<file path="src/rtl/ser_tx.sv">
// ser_tx: parallel-load, serial-out frame transmitter.
// A word accepted on trmt is sent as: start bit (0), DATA_W data bits
// LSB-first, stop bit (1). Every bit is held for BAUD_DIV clocks.
// Shift register, bit counter and baud counter are enable flops: they
// hold their value unless the load or baud-wrap enables fire.
//
// Handshake: trmt is a level request sampled on every rising edge. It is
// accepted only while tx_busy is low (IDLE); while a frame is in flight,
// trmt and tx_data are ignored. tx_done pulses for one cycle on the edge
// that ends the frame; tx_busy is already low in that cycle.
module ser_tx #(
  parameter int DATA_W   = 8,
  parameter int BAUD_DIV = 4
) (
  input  logic              clk,
  input  logic              CLRN,
  input  logic [DATA_W-1:0] tx_data,
  input  logic              trmt,
  output logic              TX,
  output logic              tx_busy,
  output logic              tx_done
);

  localparam int FRAME_W = DATA_W + 2;
  localparam int BAUD_W  = (BAUD_DIV > 1) ? $clog2(BAUD_DIV) : 1;
  localparam int BIT_W   = $clog2(FRAME_W);

  localparam logic [BAUD_W-1:0] BAUD_LAST = BAUD_W'(BAUD_DIV - 1);
  localparam logic [BIT_W-1:0]  BIT_LAST  = BIT_W'(FRAME_W - 1);

  localparam logic [0:0] IDLE  = 1'b0;
  localparam logic [0:0] SHIFT = 1'b1;

  logic [0:0]         state;
  logic [FRAME_W-1:0] shift_reg;
  logic [BAUD_W-1:0]  baud_cnt;
  logic [BIT_W-1:0]   bit_cnt;
  logic               done_q;

  logic load;
  logic baud_wrap;
  logic frame_end;

  // Enable decode: accept a request in IDLE, advance a bit on baud wrap,
  // finish the frame when the stop bit's last baud period wraps.
  always_comb begin
    load      = 1'b0;
    baud_wrap = 1'b0;
    frame_end = 1'b0;
    if (state == IDLE) begin
      load = trmt;
    end else begin
      baud_wrap = (baud_cnt == BAUD_LAST);
      frame_end = baud_wrap && (bit_cnt == BIT_LAST);
    end
  end

  // Two-state control: IDLE -> SHIFT on accept, SHIFT -> IDLE at frame end.
  always_ff @(posedge clk or negedge CLRN) begin
    if (!CLRN) begin
      state <= IDLE;
    end else if (load) begin
      state <= SHIFT;
    end else if (frame_end) begin
      state <= IDLE;
    end
  end

  // Frame shift register: loaded as {stop, data, start}, shifted right
  // with 1-fill each time a bit period ends.
  always_ff @(posedge clk or negedge CLRN) begin
    if (!CLRN) begin
      shift_reg <= '0;
    end else if (load) begin
      shift_reg <= {1'b1, tx_data, 1'b0};
    end else if (baud_wrap) begin
      shift_reg <= {1'b1, shift_reg[FRAME_W-1:1]};
    end
  end

  // Baud counter: runs every clock in SHIFT, wraps at BAUD_DIV-1.
  always_ff @(posedge clk or negedge CLRN) begin
    if (!CLRN) begin
      baud_cnt <= '0;
    end else if (load) begin
      baud_cnt <= '0;
    end else if (state == SHIFT) begin
      if (baud_wrap) begin
        baud_cnt <= '0;
      end else begin
        baud_cnt <= baud_cnt + 1'b1;
      end
    end
  end

  // Bit counter: counts finished bit periods; returns to 0 at frame end so
  // it never wraps past FRAME_W-1 even when FRAME_W is a power of two.
  always_ff @(posedge clk or negedge CLRN) begin
    if (!CLRN) begin
      bit_cnt <= '0;
    end else if (load || frame_end) begin
      bit_cnt <= '0;
    end else if (baud_wrap) begin
      bit_cnt <= bit_cnt + 1'b1;
    end
  end

  // Completion pulse: high for exactly the cycle after the final wrap.
  always_ff @(posedge clk or negedge CLRN) begin
    if (!CLRN) begin
      done_q <= 1'b0;
    end else begin
      done_q <= frame_end;
    end
  end

  // TX is selected purely from flops (state and shift_reg[0]), so there is
  // no combinational path from trmt or tx_data to the line. In IDLE the
  // line is forced high regardless of the cleared shift register.
  assign TX      = (state == SHIFT) ? shift_reg[0] : 1'b1;
  assign tx_busy = (state == SHIFT);
  assign tx_done = done_q;

endmodule

</file>
<file path="config.mk">
export PLATFORM = sky130hd
export DESIGN_NAME = ser_tx
export DESIGN_NICKNAME = d
export VERILOG_FILES = /design/src/rtl/ser_tx.sv
export SDC_FILE = /design/constraint.sdc
export NUM_CORES = 1
export LEC_CHECK = 0
export CORE_MARGIN = 4
export CORE_UTILIZATION = 33
export CTS_BUF_LIST = sky130_fd_sc_hd__clkbuf_8 sky130_fd_sc_hd__clkbuf_16
export DETAILED_ROUTE_END_ITERATION = 16
export PLACE_DENSITY_LB_ADDON = 0.12
export SLEW_MARGIN = 20
export SYNTH_ARGS = -nofsm -noshare
export SYNTH_HDL_FRONTEND = slang
export SYNTH_SLANG_ARGS = --single-unit
</file>
<file path="constraint.sdc">
create_clock -name clk -period 1.5 [get_ports clk]
set_clock_uncertainty 0.1 [all_clocks]
set_input_delay 0.225 -clock clk [delete_from_list [all_inputs] [get_ports clk]]
set_output_delay 0.225 -clock clk [all_outputs]
set_load 0.05 [all_outputs]
</file>
==> results.py, run 1 <==
metrics = {
    "job": {
        "drv.max_cap_violation_count": 0,
    },
    "placement": {
        "preCtsSetupSlack_ns": -0.03687,
        "placement.io_buffers": 13,
        "dp_hpwl_um": 1282,
        "postPlaceCellArea_um2": 1126,
        "globalplace.congestion": 0.7467,
        "dpl.cell_count": 132,
    },
    "timing": {
        "max_clock_freq_mhz": 698.9,
        "slew-limit-headroom_pct": 83.42,
        "final.setup.tns_ns": 0,
        "report.final.hold_viol_count": 0,
        "setup_ws_final_ns": 0.06915,
        "setup_repair_after_global_routing_missed_its_margin": "false",
        "final_period_minus_worst_setup_slack_ns": 1.431,
        "drv_slew": 0,
        "worst_pin_slew_ns": 0.2455,
        "setup_viol": 0,
        "final_min_period_over_clock_period_pct": 95.39,
        "hold-worst-slack_ns": 0.1926,
    },
    "floorplan": {
        "floorplan.rows": 18,
        "placeable_core_area_um2": 2500,
        "die_area_um2": 3538,
        "boundaryPins": 14,
        "floorplan.die.width_um": 59.48,
        "initial_utilization_pct": 34.98,
        "die_height_um": 59.48,
    },
    "global_routing": {
        "antenna_found_initial": 0,
        "grt_first_pass_wirelength_um": 2849,
        "via_count_of_the_first_global_routing_pass": 664,
        "grt_usage_pct": 11.15,
        "maximum_number_of_pins_on_one_net_before_global_route_repair": 19,
        "grt-ovfl-total": 0,
    },
    "final_layout": {
        "area.growth.synth_to_final_pct": 36.91,
        "post_route_cells_drive_above_1_share_pct": 25.23,
        "instances_no_fill": 137,
        "largest_register_ff_count": 10,
        "final_core_util_pct": 47.90,
        "antenna-diode-count": 0,
        "finish.net_count": 122,
        "area_taken_by_flip_flops_and_latches_um2": 451.7,
        "multi_input_area_um2": 387.9,
        "fillCellCount": 242,
        "final_area_um2": 1197,
    },
    "detailed_routing": {
        "route.antenna.remaining_nets": 0,
        "vias_per_cell": 4.876,
        "route.vias.total": 668,
        "length_of_the_first_detailed_routing_pass_in_iterations": 2,
        "drc": 0,
        "detail_route.iter0.violations": 18,
        "wl_um": 1733,
        "drt-wirelength-per-cell_um": 12.65,
    },
    "synth": {
        "netlist.area_leader.share_pct": 51.50,
        "seq_area_frac_synth_pct": 51.50,
        "ys_seq_elements": 18,
        "synth.top_cells.by_area": "dfrtp_1, mux2i_1, a21oi_1",
        "yosys.cell_types.count": 24,
        "syn-mean-instance-area_um2": 10.67,
        "synthCells": 82,
        "synth_largest_area_cell": "dfrtp_1",
        "ys_dominant_reg_cell": "dfrtp_1",
        "mappedNetlistNets": 96,
        "synth-async-reset-ratio_pct": 100.0,
        "synth-edff-count": 0,
        "ys_warn_count": 0,
        "post_synth_instance_area_um2": 874.6,
        "synth_most_common_cell": "dfrtp_1",
        "synthTopCellsByCount": "dfrtp_1, nor2_1, mux2i_1, a21oi_1, nand2_1",
    },
    "worst_setup_path": {
        "critPathRequiredTime_ns": 1.59,
        "crit_path_launch_type": "register",
        "critPathMaxFanout": 3,
        "worstPathArrival_ns": 1.52,
        "worst-r2r-cell-count": 4,
        "critical_path_class": "register to register",
        "cp-end-kind": "register",
    },
    "power_and_ir_drop": {
        "power_frac_seq_pct": 35.4,
        "power.switching_mw": 0.8240,
        "power.clock.fraction_pct": 17.1,
        "netSwitchingFraction_pct": 35.51,
        "static-leakage-power_nw": 0.5280,
        "ir_worst_vdd_uv": 1095,
        "power.total_mw": 2.320,
        "power_report.internal_total_mw": 1.496,
        "power_per_cell_area_nw_per_um2": 1938,
        "combinational_group_share_of_total_power_pct": 47.4,
    },
    "clocking": {
        "numCtsBuffers": 3,
        "cts.clk_slew.worst_paths_ns": 0.07,
        "htree_num_levels": 1,
        "clkLatencyLatePin_ns": 0.25,
        "cts_hold_buf": 0,
        "tritoncts": "yes",
        "clock-sinks": 18,
        "root_buffer_master": "clkbuf_8",
        "max-clock-path-buffers": 2,
    },
    "run_status": {
        "outcome": "finished clean",
    },
    "hold_path": {
        "worst_hold_path_type": "input pin to async pin",
    },
}
## critical path, cell delays in order (launching register included)
cell and delay [ns]:
dfrtp_1 0.38, ha_2 0.19, and3b_2 0.21, or3_4 0.37
a21oi_2 0.11
## worst paths after layout
check	start	end	slack (ns)
setup / recovery	bit_cnt[0]	bit_cnt[0]	0.07
hold / removal	CLRN	bit_cnt[3]	0.19
setup reg to reg	bit_cnt[0]	bit_cnt[0]	0.07
hold reg to reg	shift_reg[9]	shift_reg[9]	0.38
max in group asynchronous	CLRN	tx_busy	0.90
min in group clk	shift_reg[9]	shift_reg[9]	0.38
## final cells by class
cell class                      instances  share of cell area, %
Inverter                                2                 0.6270
Multi-Input combinational cell         57                  32.39
Tap cell                               30                  3.135
Clock buffer                            4                  4.598
Sequential cell                        18                  37.72
Timing Repair Buffer                   26                  21.53
## cell usage in the layout (no fill, tap or decap)
master | Yosys | layout
o21ai_0 | 2 | 2
mux2i_1 | 9 | 9
buf_12 | 0 | 3
a22o_1 | 2 | 2
a21oi_1 | 8 | 8
nand2_2 | 1 | 1
nor2_1 | 10 | 10
nor2b_1 | 1 | 1
clkbuf_8 | 0 | 4
and3_1 | 1 | 1
inv_1 | 2 | 2
a21oi_2 | 2 | 2
dfrtp_1 | 18 | 17
a21o_1 | 1 | 1
nand3_1 | 1 | 1
clkdlybuf4s50_1 | 0 | 10
o311ai_1 | 1 | 1
and3b_2 | 0 | 1
nand2_1 | 6 | 6
o41ai_1 | 1 | 1
ha_1 | 3 | 2
nand2b_1 | 3 | 3
a32o_1 | 1 | 1
or3_4 | 0 | 1
or3_1 | 2 | 1
buf_4 | 0 | 13
dfrtp_2 | 0 | 1
a21boi_0 | 1 | 1
ha_2 | 0 | 1
## power groups by stage
stage	Combinational (mW)	Clock (mW)	Sequential, mW
finish	1.10	0.398	0.822
global route	1.21	0.445	0.851
CTS	1.10	0.421	0.823
detailed placement	1.09	0	0.832
global placement	1.08	0	0.826
floorplan	0.667	0	0.839
## logic make-up after synthesis
group           share of synthesized area [%]
compound gates                          14.59
fa+ha+maj                               4.292
buf+inv                                 5.150
flops                                   51.50
mux                                     10.30
simple gates                            14.16
## layer usage
metal  wire length (um)  vias to the layer above  global-route usage [%]
li1                   -                      333                       -
met2                846                       11                   18.88
met5                  0                        -                       0
met4                 40                        0                   7.767
met1                777                      320                   12.37
met3                 68                        4                   2.179
## repair_timing
item,in CTS,in global routing
endpoints found under the setup margin,0,2
setup buffers,0,1
resized for setup,0,3
Note: power is estimated with default switching activity, not from simulation.
==> run 2, diff against run 1 <==
==> constraint.sdc (replaced) <==
create_clock -name clk -period 1.73 [get_ports clk]
set_clock_uncertainty 0.1 [all_clocks]
set_input_delay 0.2595 -clock clk [delete_from_list [all_inputs] [get_ports clk]]
set_output_delay 0.2595 -clock clk [all_outputs]
set_load 0.05 [all_outputs]
==> run 2 against run 1 <==
Flip-flop and latch count stayed put. Core utilization shrank 3.3 points. Design area shrank 6.9%. Critical path type unchanged. Sequential power down 12%. Maximum frequency fell by 9.2%. Setup slack better by 0.085 ns. Cell count shrank 5.8%. Combinational power shrank 25%.
==> results.py, run 2 (synthesis gave the netlist of run 1 again) <==
metrics = {
    "worst_setup_path": {
        "worstPathArrival_ns": 1.66,
        "worst_setup_path_endpoint": "bit_cnt[1]",
        "critical_path_class": "register to register",
        "timing.rr.start": "bit_cnt[0]",
        "critPathMaxFanout": 6,
        "critical-path-top-delay-family": "simple AND/OR/NAND/NOR gates",
        "timing.critical_path.buf_inv": 0,
        "cp-end-kind": "register",
        "critPathMaxStageDelay_ns": 0.44,
        "worst-r2r-cell-count": 4,
        "critical_path.slowest_cell": "dfrtp_1",
        "timing.rr.end": "bit_cnt[1]",
        "crit_path_launch_type": "register",
        "worstSetupStartpoint": "bit_cnt[0]",
        "r2r_setup_slack_ns": 0.15,
        "critPathRequiredTime_ns": 1.81,
        "timing.critical_path.cells": "ha_1 -> and3b_1 -> or3_1 -> a21oi_2",
        "timing.critical_path.depth": 4,
    },
    "timing": {
        "slew-limit-headroom_pct": 81.69,
        "hold-worst-slack_ns": 0.2198,
        "final_period_minus_worst_setup_slack_ns": 1.576,
        "drv_slew": 0,
        "report.final.hold_viol_count": 0,
        "max_clock_freq_mhz": 634.5,
        "setup_viol": 0,
        "final_min_period_over_clock_period_pct": 91.10,
        "setup_repair_after_global_routing_missed_its_margin": "false",
        "worst_pin_slew_ns": 0.2711,
        "final.setup.tns_ns": 0,
        "setup_ws_final_ns": 0.1539,
    },
    "placement": {
        "preCtsSetupSlack_ns": 0.08264,
        "placement.io_buffers": 13,
        "dp_hpwl_um": 1121,
        "postPlaceCellArea_um2": 1060,
        "globalplace.congestion": 0.6948,
    },
    "clocking": {
        "cts.clk_slew.worst_paths_ns": 0.07,
        "clkLatencyLatePin_ns": 0.26,
        "htree_num_levels": 1,
        "cts_hold_buf": 0,
        "tritoncts": "yes",
        "clock-sinks": 18,
        "ctsResizeCount": 0,
        "root_buffer_master": "clkbuf_8",
        "post-cts-setup-buffer-count": 0,
        "numCtsBuffers": 3,
        "max-clock-path-buffers": 2,
    },
    "detailed_routing": {
        "drc": 0,
        "route.vias.total": 625,
        "route.antenna.remaining_nets": 0,
        "detail_route.iter0.violations": 17,
        "wl_um": 1591,
        "vias_per_cell": 4.845,
        "drt-wirelength-per-cell_um": 12.33,
        "length_of_the_first_detailed_routing_pass_in_iterations": 2,
    },
    "floorplan": {
        "placeable_core_area_um2": 2500,
        "boundaryPins": 14,
        "floorplan.die.width_um": 59.48,
        "die_area_um2": 3538,
        "floorplan.rows": 18,
        "die_height_um": 59.48,
        "initial_utilization_pct": 34.98,
    },
    "final_layout": {
        "area_taken_by_flip_flops_and_latches_um2": 450.4,
        "fillCellCount": 244,
        "area.growth.synth_to_final_pct": 27.47,
        "layout.cells.most_common_list": "dfrtp_1, nor2_1, clkdlybuf4s50_1",
        "finish.net_count": 114,
        "largest_register_ff_count": 10,
        "most_common_cell_after_layout_fill_and_taps_aside": "dfrtp_1",
        "multi_input_area_um2": 379.1,
        "final_area_um2": 1115,
        "antenna-diode-count": 0,
        "post_route_cells_drive_above_1_share_pct": 15.15,
    },
    "power_and_ir_drop": {
        "power.clock.fraction_pct": 18.4,
        "static-leakage-power_nw": 0.4861,
        "power.switching_mw": 0.6938,
        "combinational_group_share_of_total_power_pct": 43.5,
        "ir_worst_vdd_uv": 960.5,
        "netSwitchingFraction_pct": 36.46,
        "power_frac_seq_pct": 38.1,
        "power.total_mw": 1.903,
        "power_report.internal_total_mw": 1.209,
        "power_per_cell_area_nw_per_um2": 1707,
    },
    "run_status": {
        "outcome": "finished clean",
    },
    "global_routing": {
        "grt-ovfl-total": 0,
        "via_count_of_the_first_global_routing_pass": 614,
        "grt_usage_pct": 10.65,
        "grt_first_pass_wirelength_um": 2787,
        "maximum_number_of_pins_on_one_net_before_global_route_repair": 19,
        "antenna_found_initial": 0,
    },
    "hold_path": {
        "worst_hold_path_type": "input pin to async pin",
    },
    "job": {
        "drv.max_cap_violation_count": 0,
    },
}
[run 2: changes by cell type in the layout (fill, tap and decap cells not counted), sizes merged]
cell | before | now
buf | 16 | 8
[run 2: cell type report]
class                      count  share of cell area (%)
sequential                    18                   40.40
tap                           30                   3.367
timing repair buffer          18                   16.61
inverter                       2                  0.6734
clock buffer                   4                   4.938
multi-input combinational     57                   34.01
[run 2: stage by stage]
step,std cells,util (%)
2_1_floorplan,82,-
3_3_place_gp,125,42.39
3_5_place_dp,125,42.39
5_1_grt,129,44.59
4_1_cts,129,44.59
6_report,129,44.59
[run 2: power groups by stage]
| stage | Combinational (mW) | Clock (mW) | Sequential, mW |
|---|---|---|---|
| after global placement | 0.832 | 0 | 0.731 |
| after floorplan | 0.578 | 0 | 0.725 |
| after CTS | 0.840 | 0.362 | 0.728 |
| after global routing | 0.924 | 0.385 | 0.751 |
| final | 0.828 | 0.349 | 0.726 |
| after detailed placement | 0.838 | 0 | 0.734 |
[run 2: per-layer routing]
layer,routed length [um],track usage [%],vias to the layer above
li1,-,-,316
met3,90,4.575,2
met5,0,0,-
met2,744,16.69,11
met1,742,12.92,296
met4,13,3.883,0
[run 2: how the worst min path moves through the flow]
stage / to / cells past startpoint
2_1_floorplan: baud_cnt[0] / 0
3_3_place_gp: shift_reg[9] / 1
3_5_place_dp: shift_reg[9] / 1
4_1_cts: tx_done / 2
5_1_grt: bit_cnt[3] / 2
6_report: tx_done / 2
==> run 3, diff against run 2 <==
==> constraint.sdc (replaced) <==
create_clock -name clk -period 1.73 [get_ports clk]
set_clock_uncertainty 0.1 [all_clocks]
set_input_delay 0.346 -clock clk [delete_from_list [all_inputs] [get_ports clk]]
set_output_delay 0.346 -clock clk [all_outputs]
set_load 0.05 [all_outputs]
==> run 3 against run 2 <==
Cell count increased by 1.6%. Largest power group unchanged. Core utilization increased by 0.60 points. Combinational power increased by 0.6%. Setup slack improved by 0.015 ns. First-iteration DRC count increased by 41%. Critical path type unchanged. Clock power decreased by 2%. Worst hold slack improved by 0.10 ns. Clock-buffer cell count unchanged. Power increased by 0.15%.
==> results.py, run 3 (synthesis gave the netlist of run 1 again) <==
metrics = {
    "run_status": {
        "outcome": "finished clean",
    },
    "floorplan": {
        "floorplan.die.width_um": 59.48,
        "die_height_um": 59.48,
        "floorplan.rows": 18,
        "placeable_core_area_um2": 2500,
        "initial_utilization_pct": 34.98,
        "boundaryPins": 14,
        "die_area_um2": 3538,
    },
    "global_routing": {
        "maximum_number_of_pins_on_one_net_before_global_route_repair": 19,
        "antenna_found_initial": 0,
        "grt_usage_pct": 11.04,
        "via_count_of_the_first_global_routing_pass": 664,
        "grt-ovfl-total": 0,
        "grt_first_pass_wirelength_um": 2939,
    },
    "clocking": {
        "htree_num_levels": 1,
        "clock-sinks": 18,
        "ctsResizeCount": 0,
        "max-clock-path-buffers": 2,
        "cts_hold_buf": 0,
        "root_buffer_master": "clkbuf_8",
        "cts.clk_slew.worst_paths_ns": 0.07,
        "post-cts-setup-buffer-count": 0,
        "tritoncts": "yes",
        "numCtsBuffers": 3,
        "clkLatencyLatePin_ns": 0.25,
    },
    "timing": {
        "report.final.hold_viol_count": 0,
        "drv_slew": 0,
        "setup_viol": 0,
        "max_clock_freq_mhz": 640.8,
        "final.setup.tns_ns": 0,
        "slew-limit-headroom_pct": 78.35,
        "worst_pin_slew_ns": 0.3248,
        "setup_ws_final_ns": 0.1693,
        "final_period_minus_worst_setup_slack_ns": 1.561,
        "final_min_period_over_clock_period_pct": 90.21,
        "setup_repair_after_global_routing_missed_its_margin": "false",
    },
    "power_and_ir_drop": {
        "ir_worst_vdd_uv": 928.4,
        "power_frac_seq_pct": 38.3,
        "static-leakage-power_nw": 0.4963,
        "netSwitchingFraction_pct": 36.22,
        "power_per_cell_area_nw_per_um2": 1687,
        "power.clock.fraction_pct": 18.0,
        "power.total_mw": 1.906,
        "power.switching_mw": 0.6905,
        "combinational_group_share_of_total_power_pct": 43.7,
        "power_report.internal_total_mw": 1.216,
    },
    "detailed_routing": {
        "route.vias.total": 629,
        "length_of_the_first_detailed_routing_pass_in_iterations": 2,
        "vias_per_cell": 4.802,
        "route.antenna.remaining_nets": 0,
        "drc": 0,
        "wl_um": 1654,
        "drt-wirelength-per-cell_um": 12.63,
        "detail_route.iter0.violations": 24,
    },
    "worst_setup_path": {
        "timing.critical_path.cells": "ha_1 -> and3b_1 -> or3_1 -> a21oi_2",
        "worst-r2r-cell-count": 4,
        "critical_path_class": "register to register",
        "r2r_setup_slack_ns": 0.17,
        "critical_path.slowest_cell": "dfrtp_1",
        "crit_path_launch_type": "register",
        "timing.rr.end": "bit_cnt[1]",
        "critPathMaxStageDelay_ns": 0.43,
        "critPathMaxFanout": 6,
        "cp-end-kind": "register",
        "timing.rr.start": "bit_cnt[0]",
        "worstPathArrival_ns": 1.64,
        "critPathRequiredTime_ns": 1.81,
    },
    "final_layout": {
        "antenna-diode-count": 0,
        "post_route_cells_drive_above_1_share_pct": 16.83,
        "largest_register_ff_count": 10,
        "fillCellCount": 235,
        "layout.cells.most_common_list": "dfrtp_1, nor2_1, clkdlybuf4s50_1",
        "area.growth.synth_to_final_pct": 29.18,
        "final_area_um2": 1130,
        "most_common_cell_after_layout_fill_and_taps_aside": "dfrtp_1",
        "finish.net_count": 116,
    },
    "placement": {
        "globalplace.congestion": 0.7104,
        "placement.io_buffers": 13,
        "postPlaceCellArea_um2": 1075,
        "preCtsSetupSlack_ns": 0.06787,
        "dp_hpwl_um": 1225,
    },
    "job": {
        "drv.max_cap_violation_count": 0,
    },
    "hold_path": {
        "worst_hold_path_type": "input pin to async pin",
    },
}
-- run 3: cell types whose count changed in the layout (fill, tap and decap cells not counted) --
cell,delta
buf_4,+2
-- run 3: through the flow --
stage / hold WS (ns) / utilization (%) / cells
after detailed placement: 0.3718 / 42.99 / 127
after global routing: 0.3469 / 45.20 / 131
after CTS: 0.3345 / 45.20 / 131
after global placement: 0.3647 / 42.99 / 127
final: 0.3234 / 45.20 / 131
after floorplan: -0.04959 / - / 82
-- run 3: layout make-up --
type | count | area [um2] | area share, %
inverter | 2 | 7.507 | 0.6645
timing repair buffer | 20 | 200.2 | 17.72
sequential | 18 | 450.4 | 39.87
clock buffer | 4 | 55.05 | 4.873
tap | 30 | 37.54 | 3.322
multi-input combinational | 57 | 379.1 | 33.55
-- run 3: routing by layer --
metal	track usage [%]	wire [um]	up-vias
met5	0	0	-
met4	3.883	12	0
met3	2.614	72	2
met2	18.88	772	9
met1	13.40	796	298
li1	-	-	320
-- run 3: power by group through the flow --
stage                     Combinational [mW]  Sequential [mW]  Clock, mW
after floorplan                        0.578            0.725          0
after detailed placement               0.852            0.737          0
after global routing                   0.935            0.757      0.379
final                                  0.833            0.730      0.343
after global placement                 0.829            0.734          0
after CTS                              0.851            0.732      0.355
-- run 3: how the worst max path moves through the flow --
stage                     startpoint      endpoint  cells past startpoint
after floorplan              tx_busy            TX                      2
after global placement          trmt  shift_reg[0]                      5
after detailed placement        trmt  shift_reg[4]                      5
after CTS                 bit_cnt[0]    bit_cnt[1]                      4
after global routing      bit_cnt[1]    bit_cnt[0]                      5
final                     bit_cnt[0]    bit_cnt[1]                      4
-- run 3: critical path, delay by kind of cell (launching register included) --
kind | cells | cell delay [ns]
AOI/OAI and AO/OA | 1 | 0.12
adders and majority gates | 1 | 0.24
DFF | 1 | 0.43
and+or+nand+nor | 2 | 0.60
